## config.mk

```make
export PLATFORM = sky130hd
export DESIGN_NAME = car_park_lane_counter
export DESIGN_NICKNAME = d
export VERILOG_FILES = /design/src/rtl/car_park_lane_counter.sv
export SDC_FILE = /design/constraint.sdc
export NUM_CORES = 1
export LEC_CHECK = 0
export CAP_MARGIN = 25
export CORE_UTILIZATION = 50
export CTS_BUF_LIST = sky130_fd_sc_hd__clkbuf_16
export DETAILED_ROUTE_END_ITERATION = 8
export PLACE_DENSITY = 0.67
export SLEW_MARGIN = 20
export SYNTH_ARGS = -nofsm -noshare
export SYNTH_HDL_FRONTEND = slang
export SYNTH_SLANG_ARGS = --single-unit
```

## constraint.sdc

```tcl
create_clock -name clk -period 4.6 [get_ports clk]
set_clock_uncertainty 0.05 [all_clocks]
set_input_delay 0.69 -clock clk [delete_from_list [all_inputs] [get_ports clk]]
set_output_delay 0.69 -clock clk [all_outputs]
set_load 0.005 [all_outputs]
```

## src/rtl/car_park_lane_counter.sv

```systemverilog
// Multi-lane car park entry/exit detector: per-sensor sync + debounce, per-lane
// direction FSM, and a shared saturating occupancy counter with full/empty flags.
module car_park_lane_counter #(
    parameter int unsigned LANES    = 2,
    parameter int unsigned CNT_W    = 8,
    parameter int unsigned CAPACITY = 200,
    parameter int unsigned DEBOUNCE = 4
) (
    input  logic             clk,
    input  logic             reset,
    input  logic [LANES-1:0] sensor_a,
    input  logic [LANES-1:0] sensor_b,
    output logic [LANES-1:0] entered,
    output logic [LANES-1:0] exited,
    output logic [LANES-1:0] seq_err,
    output logic [CNT_W-1:0] occupancy,
    output logic             full,
    output logic             empty
);

    localparam int unsigned NS  = 2 * LANES;
    localparam int unsigned DBW = (DEBOUNCE > 1) ? $clog2(DEBOUNCE) : 1;
    localparam int unsigned AW  = CNT_W + 4;

    typedef enum logic [2:0] {
        IDLE, ENT1, ENT2, ENT3, EXT1, EXT2, EXT3, WAIT
    } state_t;

    // Channels [LANES-1:0] are the A sensors, [NS-1:LANES] the B sensors.
    logic [NS-1:0]  raw;
    logic [NS-1:0]  sync1_q;
    logic [NS-1:0]  sync2_q;
    logic [NS-1:0]  filt_q;
    logic [DBW-1:0] dbc_q [NS];

    state_t         st_q [LANES];
    logic [1:0]     p_q  [LANES];

    logic signed [AW-1:0] sum_d;
    logic [CNT_W-1:0]     occ_d;

    assign raw = {sensor_b, sensor_a};

    always_ff @(posedge clk) begin
        if (reset) begin
            sync1_q <= '0;
            sync2_q <= '0;
            filt_q  <= '0;
            for (int unsigned s = 0; s < NS; s++) begin
                dbc_q[s] <= '0;
            end
        end else begin
            sync1_q <= raw;
            sync2_q <= sync1_q;
            for (int unsigned s = 0; s < NS; s++) begin
                if (sync2_q[s] != filt_q[s]) begin
                    if (dbc_q[s] == DBW'(DEBOUNCE - 1)) begin
                        filt_q[s] <= sync2_q[s];
                        dbc_q[s]  <= '0;
                    end else begin
                        dbc_q[s] <= dbc_q[s] + DBW'(1);
                    end
                end else begin
                    dbc_q[s] <= '0;
                end
            end
        end
    end

    // The FSM acts on a registered copy of the filtered pair, so pulses land
    // DEBOUNCE+3 cycles after the raw inputs settle.
    always_ff @(posedge clk) begin
        if (reset) begin
            entered <= '0;
            exited  <= '0;
            seq_err <= '0;
            for (int unsigned l = 0; l < LANES; l++) begin
                st_q[l] <= IDLE;
                p_q[l]  <= 2'b00;
            end
        end else begin
            entered <= '0;
            exited  <= '0;
            seq_err <= '0;
            for (int unsigned l = 0; l < LANES; l++) begin
                p_q[l] <= {filt_q[l], filt_q[LANES + l]};
                case (st_q[l])
                    IDLE: case (p_q[l])
                        2'b10: st_q[l] <= ENT1;
                        2'b01: st_q[l] <= EXT1;
                        2'b11: begin seq_err[l] <= 1'b1; st_q[l] <= WAIT; end
                        default: ;
                    endcase
                    ENT1: case (p_q[l])
                        2'b11: st_q[l] <= ENT2;
                        2'b00: st_q[l] <= IDLE;
                        2'b01: begin seq_err[l] <= 1'b1; st_q[l] <= WAIT; end
                        default: ;
                    endcase
                    ENT2: case (p_q[l])
                        2'b01: st_q[l] <= ENT3;
                        2'b10: st_q[l] <= ENT1;
                        2'b00: begin seq_err[l] <= 1'b1; st_q[l] <= IDLE; end
                        default: ;
                    endcase
                    ENT3: case (p_q[l])
                        2'b00: begin entered[l] <= 1'b1; st_q[l] <= IDLE; end
                        2'b11: st_q[l] <= ENT2;
                        2'b10: begin seq_err[l] <= 1'b1; st_q[l] <= WAIT; end
                        default: ;
                    endcase
                    EXT1: case (p_q[l])
                        2'b11: st_q[l] <= EXT2;
                        2'b00: st_q[l] <= IDLE;
                        2'b10: begin seq_err[l] <= 1'b1; st_q[l] <= WAIT; end
                        default: ;
                    endcase
                    EXT2: case (p_q[l])
                        2'b10: st_q[l] <= EXT3;
                        2'b01: st_q[l] <= EXT1;
                        2'b00: begin seq_err[l] <= 1'b1; st_q[l] <= IDLE; end
                        default: ;
                    endcase
                    EXT3: case (p_q[l])
                        2'b00: begin exited[l] <= 1'b1; st_q[l] <= IDLE; end
                        2'b11: st_q[l] <= EXT2;
                        2'b01: begin seq_err[l] <= 1'b1; st_q[l] <= WAIT; end
                        default: ;
                    endcase
                    WAIT: if (p_q[l] == 2'b00) st_q[l] <= IDLE;
                    default: st_q[l] <= IDLE;
                endcase
            end
        end
    end

    always_comb begin
        sum_d = signed'(AW'(occupancy));
        for (int unsigned l = 0; l < LANES; l++) begin
            if (entered[l]) sum_d = sum_d + AW'(1);
            if (exited[l])  sum_d = sum_d - AW'(1);
        end
        if (sum_d < 0) begin
            occ_d = '0;
        end else if (sum_d > signed'(AW'(CAPACITY))) begin
            occ_d = CNT_W'(CAPACITY);
        end else begin
            occ_d = sum_d[CNT_W-1:0];
        end
    end

    always_ff @(posedge clk) begin
        if (reset) begin
            occupancy <= '0;
            full      <= 1'b0;
            empty     <= 1'b1;
        end else begin
            occupancy <= occ_d;
            full      <= (occ_d == CNT_W'(CAPACITY));
            empty     <= (occ_d == '0);
        end
    end

endmodule

```

-- Yosys cells after proc, flatten, opt, wreduce, memory -nomap -nowiden
Memories as Yosys holds them, arrays and structs flattened.
Cells that the tools add are included.
Widths: inputs -> output; s select.
- register bits after elaboration: 28
- memory bits (writable): 18
- input bits: 6
- output and inout port bits: 16
- word-level logic and storage cells: 380
- memories: 3
- memory list (memory ; depth ; bits a word ; rd ports ; clocked after memory_dff ; wr ports ; RTL line ; RTL):
    dbc_q ; 4 ; 2 ; 4 ; 0 ; 4 ; 34 ; logic [DBW-1:0] dbc_q [NS];
    st_q ; 2 ; 3 ; 2 ; 0 ; 2 ; 36 ; state_t st_q [LANES];
    p_q ; 2 ; 2 ; 2 ; 0 ; 2 ; 37 ; logic [1:0] p_q [LANES];
- add/sub/neg operators: 8
- order comparisons: 2
- equal/unequal tests: 29
- multiplexer cells: 253
- bitwise logic cells: 58
- reduce and logical (&&, ||, !) cells: 15
- operator list (operator ; number):
    $mux 1 ; 187
    $mux 3 ; 44
    $or 1x1->1 ; 58
    $mux 12 ; 3
    $mux 2 ; 14
    $eq 3x3->1 const B ; 8
    $sub 12x2->12 const B ; 2
    $eq 2x2->1 const B ; 8
    $mux 8 ; 2
    $add 12x2->12 const B ; 1
    $eq 3x2->1 const B ; 4
    $gt 12x9->1 const B ; 1
    $lt 12x1->1 const B ; 1
    $reduce_or 2->1 ; 6
    $add 8x1->9 const B ; 1
    $mux 9 ; 1
    $add 2x1->2 const B ; 4
    $eq 8x8->1 const B ; 1
    $logic_not 8->1 ; 1
    $pmux 1 s4 ; 2
    $reduce_and 2->1 ; 4
    $eq 3x1->1 const B ; 2
    $logic_not 3->1 ; 2
    $eq 2x1->1 const B ; 2
    2 further kinds ; 6

-- Longest topological paths before layout
Gate-level depths: netlist of run 1.
An unclocked memory read counts as a cell.
- word-level depth: 28
- mapped depth: 15
- mapped depth without buffers: 14

-- Worst setup path before layout of run 1
Ideal clock, no wire load.
- kind: register -> register
- start: register occupancy[1]
- end: register occupancy[0]
- setup time: 96 ps
- data arrival time: 3745 ps
- data required time: 4454 ps
- setup slack: 709 ps
- stages on the path, launching flop included: 15
- path buffers: 2
- period minus slack after synthesis: 3891 ps
- path through: dfxtp_1 ha_1 mux2i_2 ha_1 and2_2 xor3_2 or3b_1 buf_6 nor4_2 or3b_4 nand2b_4 and4_4 a311o_1 buf_6 nor4b_1
- word-level cells in the longest chain between the ends: 11
- elaborated cells between the ends (all ways): 12
- classes of those cells: add/sub: 4; order compare: 2; mux: 6
- RTL lines (element ; RTL line ; RTL):
    start, declared ; 16 ; output logic [CNT_W-1:0] occupancy,
    start signal, assigned ; 154 ; occupancy <= '0;
    start signal, assigned ; 158 ; occupancy <= occ_d;
    $add 8x1->9 ; 140 ; if (entered[l]) sum_d = sum_d + AW'(1);
    $mux 9 (*) ; 140 ;
    $sub 12x2->12 ; 141 ; if (exited[l]) sum_d = sum_d - AW'(1);
    $mux 12 (*) ; 141 ;
    $add 12x2->12 ; 140 ;
    $mux 12 (*) ; 140 ;
    $sub 12x2->12 ; 141 ;
    $mux 12 (*) ; 141 ;
    $gt 12x9->1 ; 145 ; end else if (sum_d > signed'(AW'(CAPACITY))) begin
    $mux 8 ; 145 ;
    $mux 8 (*) ; 143 ; if (sum_d < 0) begin
Every way passes the cells marked *; elsewhere a longest branch is shown, timed or not.
A chain may end at the register's enable or synchronous reset.

-- Final worst setup path of run 1
- start: register entered[0]
- end: register occupancy[5]
- word-level cells in the longest chain between the ends: 10
- elaborated cells between the ends (all ways): 11
- classes of those cells: add/sub: 3; order compare: 2; mux: 6
- RTL lines (element ; RTL line ; RTL):
    start, declared ; 13 ; output logic [LANES-1:0] entered,
    start signal, assigned ; 74 ; entered <= '0;
    start signal, assigned ; 82 ; entered <= '0;
    start signal, assigned by index ; 107 ; 2'b00: begin entered[l] <= 1'b1; st_q[l] <= IDLE; end
    $mux 9 (*) ; 140 ;
    $sub 12x2->12 ; 141 ;
    $mux 12 (*) ; 141 ;
    $add 12x2->12 ; 140 ;
    $mux 12 (*) ; 140 ;
    $sub 12x2->12 ; 141 ;
    $mux 12 (*) ; 141 ;
    $gt 12x9->1 ; 145 ;
    $mux 8 ; 145 ;
    $mux 8 (*) ; 143 ;
Marks and branches as above.

==> flow_summary.toml, run 1 <==
[pwr]
p_int_mw = 0.9918
power_per_cell_area_nw_per_um2 = 426.7
swShare_pct = 37.58
p_sw_mw = 0.5970
power_mw = 1.589
comb_power_share_pct = 41.7
clockPowerShare_pct = 21.4
power_frac_seq_pct = 36.9
peakVddDrop_uv = 297.4
p_leak_nw = 1.335

[critical_path]
slowest_stage = "dfxtp_1"
worstPathRequired_ns = 4.72
cp_cell_sequence = "mux2i_2 -> ha_1 -> and2_2 -> xor3_2 -> or3b_1 -> nor4_2 -> or3b_4 -> nand2b_4 -> and4_4 -> a311o_1 -> nor4b_1"
crit_path_end_kind = "register"
critical-path-max-stage-delay_ns = 0.68
timing.critical_path.arrival_ns = 4.38
cp_max_fo = 16
start_kind = "register"
critPathKind = "register to register"
critPathTopFamily = "simple AND/OR/NAND/NOR gates"
critPathBufInv = 0

[sta]
maxSlewHeadroom_pct = 53.62
rsz0062_at_grt = "no"
max_freq_mhz = 234.7
worstMarginPinSlew_ns = 0.6908
post-route-period-util_pct = 92.62
hold_viol = 0
setup_viol = 0
finalCriticalPeriod_ns = 4.260
finalSetupTns_ns = 0
slew_violations = 0

[routing]
via_per_inst = 5.798
final_antenna_net_count = 0
vias = 2818
first_iter_violations = 181
wl_per_cell_um = 14.12
drt_wl_total_mm = 6.860
firstDrtPassIters = 4
remaining_drc_errors = 0

[synth]
synth-async-reset-ratio_pct = 0
synth_area_um2 = 3332
synth-edff-count = 14
synthFlopType = "dfxtp_1"
ys_ff_latch = 46
yosys_warnings = 0
syn_inst = 392
yosysSeqAreaShare_pct = 31.84
yosys.cell_types.count = 70
syn_avg_cell_area_um2 = 8.500

[floorplanning]
die_area_um2 = 6994
fp-row-count = 29
ios = 22
dieWidth_um = 83.63
initial_core_util_pct = 52.17
die_h_um = 83.63
coreArea_um2 = 6386

[clock_tree]
clk_pin_slew_ns = 0.06
numCtsBuffers = 5
cts.sinks = 46
clk_latency_ns = 0.28
cts_buffer_depth = 2
htreeDepth = 2
root_buffer = "clkbuf_16"
hold_buffers = 0
cts_tree = "done"

[final_layout]
regArea_um2 = 1061
nFillCells = 593
layout.nets = 422
multi_input_area_um2 = 2157
drive_above_1_share_pct = 8.557
antennaDiodeCount = 0
area_growth_pct = 11.75
stdcell_area_um2 = 3724

[grt]
grt_max_degree = 35
grt_overflow = 0
grt_pass1_wl_mm = 11.72
track_usage_pct = 20.28
antenna_found_initial = 0
grt_pass1_vias = 2536

[run_status]
outcome = "finished clean"

[placement]
place_area_um2 = 3578
dp_hpwl_mm = 5.070
gp_congestion = 0.8548
port_buffers = 21

[hold_path]
hold_class = "register to register"

[run]
max_cap_viol_count = 0
-- kinds of logic after synthesis --
logic type | synth area share (%)
adder cells (fa/ha/maj) | 3.305
AO/OA/AOI/OAI | 15.92
buffers and inverters | 4.281
flip-flops | 31.84
multiplexers | 3.793
AND/OR/NAND/NOR | 30.00
other | 0.1125
XOR/XNOR | 10.74
-- worst paths after layout --
check,start,end,slack [ns],depth (start not counted)
max,entered[0],occupancy[5],0.34,11
min,sync1_q[2],sync2_q[2],0.39,1
max reg2reg,entered[0],occupancy[5],0.34,11
min reg2reg,sync1_q[2],sync2_q[2],0.39,1
-- cell type report --
cell class | instances | area share (%)
clock inverters | 3 | 0.4704
flip-flops and latches | 46 | 28.49
repair buffers | 23 | 6.048
well taps | 77 | 2.587
multi-input cells | 321 | 57.93
inverters | 11 | 1.109
clock buffers | 5 | 3.360
-- cells in the mapped netlist (all sizes together), types with 2 or more instances --
cell type	count	area share, %
or3b	2	0.60
nor2b	14	2.6
nor4bb	2	0.60
and4	3	0.90
buf	5	1.1
o31ai	2	0.45
nor4b	4	1.1
xor2	12	3.2
or4	4	0.90
o22ai	2	0.38
a32oi	3	0.79
o21ai	12	1.8
nand3b	5	1.1
dfxtp	32	19
nor3	21	3.3
nor3b	3	1.0
mux2i	10	3.1
nand2b	6	1.4
o211ai	5	1.1
a221oi	2	0.53
a31o	2	0.53
a21oi	19	2.9
nor4	7	1.5
clkbuf	16	1.9
a21o	4	0.90
or2	5	0.94
ha	8	3.0
nand2	28	3.2
edfxtp	14	13
nor2	43	4.8
inv	11	1.2
a211o	3	0.79
a211oi	9	2.0
or3	8	1.5
xnor2	26	6.8
nand3	10	1.5
a31oi	2	0.38
and2	6	1.3
nand4	5	0.94
-- per-stage QoR --
stage	worst slack [ns]	std cells	hold WS, ns	util [%]
6_report	0.3395	486	0.3879	58.31
5_1_grt	0.05164	486	0.4150	58.31
4_1_cts	0.3622	486	0.3920	58.27
3_5_place_dp	0.4064	478	0.3767	56.03
3_3_place_gp	0.4884	478	0.3648	56.03
2_1_floorplan	0.7094	399	0.3638	-
-- per-layer routing --
metal | routed length, µm | vias to the layer above | track usage (%)
li1 | - | 1453 | -
met1 | 3076 | 1293 | 27.08
met2 | 3386 | 58 | 33.78
met3 | 282 | 14 | 3.066
met4 | 115 | 0 | 6.317
met5 | 0 | - | 0
-- flip-flops by register name, indices dropped and copies added, names as in the netlist --
name and cells:
dbc_q 8, occupancy 8, exited 2, sync1_q 4, seq_err 2, filt_q 4, sync2_q 4, p_q 4
entered 2, empty 1, full 1, st_q 6
-- layout by cell type, fill, tap and decap left out, types with 5 or more instances in the layout --
| master | count |
|---|---|
| nor2_1 | 42 |
| dfxtp_1 | 32 |
| nand2_1 | 27 |
| xnor2_1 | 26 |
| clkdlybuf4s50_1 | 21 |
| nor3_1 | 20 |
| a21oi_1 | 19 |
| nor2b_1 | 14 |
| edfxtp_1 | 14 |
| inv_1 | 12 |
| o21ai_0 | 12 |
| xor2_1 | 12 |
| nand3_1 | 10 |
| mux2i_1 | 9 |
| a211oi_1 | 9 |
| or3_1 | 8 |
| ha_1 | 8 |
| conb_1 | 8 |
| nor4_1 | 6 |
| nand2b_1 | 5 |
| o211ai_1 | 5 |
| nand3b_1 | 5 |
| nand4_1 | 5 |
| clkbuf_16 | 5 |
-- power groups by stage --
stage / logic (mW) / clock network [mW] / registers [mW]
finish: 0.663 / 0.340 / 0.586
global route: 0.742 / 0.368 / 0.601
CTS: 0.661 / 0.349 / 0.584
detailed placement: 0.657 / 0 / 0.593
global placement: 0.650 / 0 / 0.591
floorplan: 0.554 / 0 / 0.532
-- what timing repair did --
| item | in CTS | in global routing |
|---|---|---|
| endpoints found under the setup margin | 0 | 8 |
| resized for setup | 0 | 1 |
| buffers inserted | 0 | 0 |
Note: power is estimated with default switching activity, not from simulation.
==> inputs of run 2 (changes only) <==
--- a/config.mk
+++ b/config.mk
@@ -6,10 +6,10 @@
 export NUM_CORES = 1
 export LEC_CHECK = 0
 export CAP_MARGIN = 25
-export CORE_UTILIZATION = 50
+export CORE_UTILIZATION = 40
 export CTS_BUF_LIST = sky130_fd_sc_hd__clkbuf_16
 export DETAILED_ROUTE_END_ITERATION = 8
-export PLACE_DENSITY = 0.67
+export PLACE_DENSITY = 0.56
 export SLEW_MARGIN = 20
 export SYNTH_ARGS = -nofsm -noshare
 export SYNTH_HDL_FRONTEND = slang
==> run 2 against run 1 <==
Compared with the run above:
- setup slack better by 0.035 ns
- clock power is 16% higher
- global-route usage is 2.7 points lower
- flip-flop and latch count stayed put
- critical path depth is 2 higher
- hold slack worse by 0.00051 ns
- core utilization is 10 points lower
- combinational power is 2% higher
- critical path type unchanged
==> flow_summary.toml, run 2 (synthesis results as in run 1) <==
[run_status]
outcome = "finished clean"

[clock_tree]
cts_resized = 0
hold_buffers = 0
numCtsBuffers = 5
htreeDepth = 2
post_cts.repair.setup_buffers = 0
cts.sinks = 46
cts_tree = "done"
clk_latency_ns = 0.28
cts_buffer_depth = 2
clk_pin_slew_ns = 0.06
root_buffer = "clkbuf_16"

[floorplanning]
ios = 22
fp-row-count = 32
initial_core_util_pct = 42.24
die_h_um = 93.27
dieWidth_um = 93.27
die_area_um2 = 8699
coreArea_um2 = 7888

[hold_path]
hold_depth = 1
hold_start = "sync1_q[3]"
worst_hold_path.endpoint = "sync2_q[3]"
hold_class = "register to register"

[critical_path]
critPathTopFamily = "simple AND/OR/NAND/NOR gates"
worstReg2RegEnd = "empty"
critPathBufInv = 0
r2r_setup_slack_ns = 0.37
timing.critical_path.arrival_ns = 4.35
slowest_stage = "dfxtp_1"
start_kind = "register"
critical-path-max-stage-delay_ns = 0.67
worstPathRequired_ns = 4.73
cp_cell_sequence = "mux2i_2 -> ha_1 -> mux2i_1 -> ha_1 -> mux2i_1 -> ha_1 -> nand2_1 -> nor2_1 -> nand2_1 -> o41ai_1 -> mux2i_1 -> or2_0 -> a31o_2"
cp_max_fo = 16
crit_path_end_kind = "register"
critPathKind = "register to register"
reg2reg_depth = 13
reg2reg_from = "entered[0]"

[grt]
grt_pass1_vias = 2585
track_usage_pct = 17.55
grt_overflow = 0
grt_max_degree = 33
antenna_found_initial = 0
grt_pass1_wl_mm = 12.32

[pwr]
comb_power_share_pct = 40.9
p_sw_mw = 0.6152
power_mw = 1.662
p_int_mw = 1.047
power_per_cell_area_nw_per_um2 = 439.2
p_leak_nw = 1.352
clockPowerShare_pct = 23.8
peakVddDrop_uv = 230.8
power_frac_seq_pct = 35.3
swShare_pct = 37.01

[routing]
drt_wl_total_mm = 7.316
final_antenna_net_count = 0
vias = 2829
first_iter_violations = 146
remaining_drc_errors = 0
firstDrtPassIters = 4
via_per_inst = 5.525
wl_per_cell_um = 14.29

[sta]
finalSetupTns_ns = 0
worstMarginPinSlew_ns = 0.6996
rsz0062_at_grt = "no"
maxSlewHeadroom_pct = 53.03
finalCriticalPeriod_ns = 4.225
max_freq_mhz = 236.7
post-route-period-util_pct = 91.85
slew_violations = 0
setup_viol = 0
hold_viol = 0

[placement]
port_buffers = 21
gp_congestion = 0.8433
dp_hpwl_mm = 5.381

[final_layout]
drive_above_1_share_pct = 8.537
layout.nets = 423
antennaDiodeCount = 0
nFillCells = 763
area_growth_pct = 13.59
top_regs = "dbc_q (8), occupancy (8), st_q (6)"
layout_common_cells = "nor2_1 (43), dfxtp_1 (32), nand2_1 (27), xnor2_1 (26), clkdlybuf4s50_1 (21)"
final_common_cell = "nor2_1"

[run]
max_cap_viol_count = 0
-- run 2: routing by layer --
layer  global-route usage (%)  part of all wire (%)  up-vias
met5                        0                     0        -
met4                    4.615                   1.6        0
met3                    2.683                   2.3       16
met2                    29.47                    48       42
met1                    23.42                    48     1327
li1                         -                     -     1444
-- run 2: power groups by stage --
stage	Combinational, mW	Clock [mW]	Sequential, mW
final	0.679	0.396	0.587
after global routing	0.763	0.425	0.599
after CTS	0.674	0.409	0.584
after detailed placement	0.669	0	0.593
after global placement	0.671	0	0.592
after floorplan	0.554	0	0.532
-- run 2: worst max-delay path by stage --
stage | depth (start not counted) | startpoint | to
2_1_floorplan | 14 | occupancy[1] | occupancy[0]
3_5_place_dp | 13 | entered[0] | occupancy[2]
3_3_place_gp | 11 | entered[0] | occupancy[4]
6_report | 13 | entered[0] | empty
4_1_cts | 13 | entered[0] | occupancy[2]
5_1_grt | 13 | entered[0] | empty
-- run 2: stage by stage --
step	hold slack (ns)	cell area (µm²)	utilization (%)	cells	setup slack (ns)
after floorplan	0.3638	3358	-	399	0.7094
after global placement	0.3726	3617	45.86	504	0.4883
after detailed placement	0.3787	3617	45.86	504	0.3827
after CTS	0.3944	3780	47.92	512	0.3663
after global routing	0.4149	3785	47.99	512	0.004829
final	0.3874	3785	47.99	512	0.3748
-- run 2: cell type report --
| cell class | count | area (µm²) | area share, % |
|---|---|---|---|
| multi-input combinational | 321 | 2160 | 57.06 |
| sequential | 46 | 1061 | 28.03 |
| timing repair buffer | 24 | 232.7 | 6.149 |
| tap | 102 | 127.6 | 3.372 |
| clock buffer | 5 | 125.1 | 3.306 |
| inverter | 11 | 41.29 | 1.091 |
| clock inverter | 3 | 37.54 | 0.9917 |
-- run 2: worst register-to-register path: cells and delay by family, from the launching register on --
kind            cells  cell delay, ns
simple gates        4            1.01
mux                 4            0.99
fa+ha+maj           3            0.85
flops               1            0.67
compound gates      2            0.55
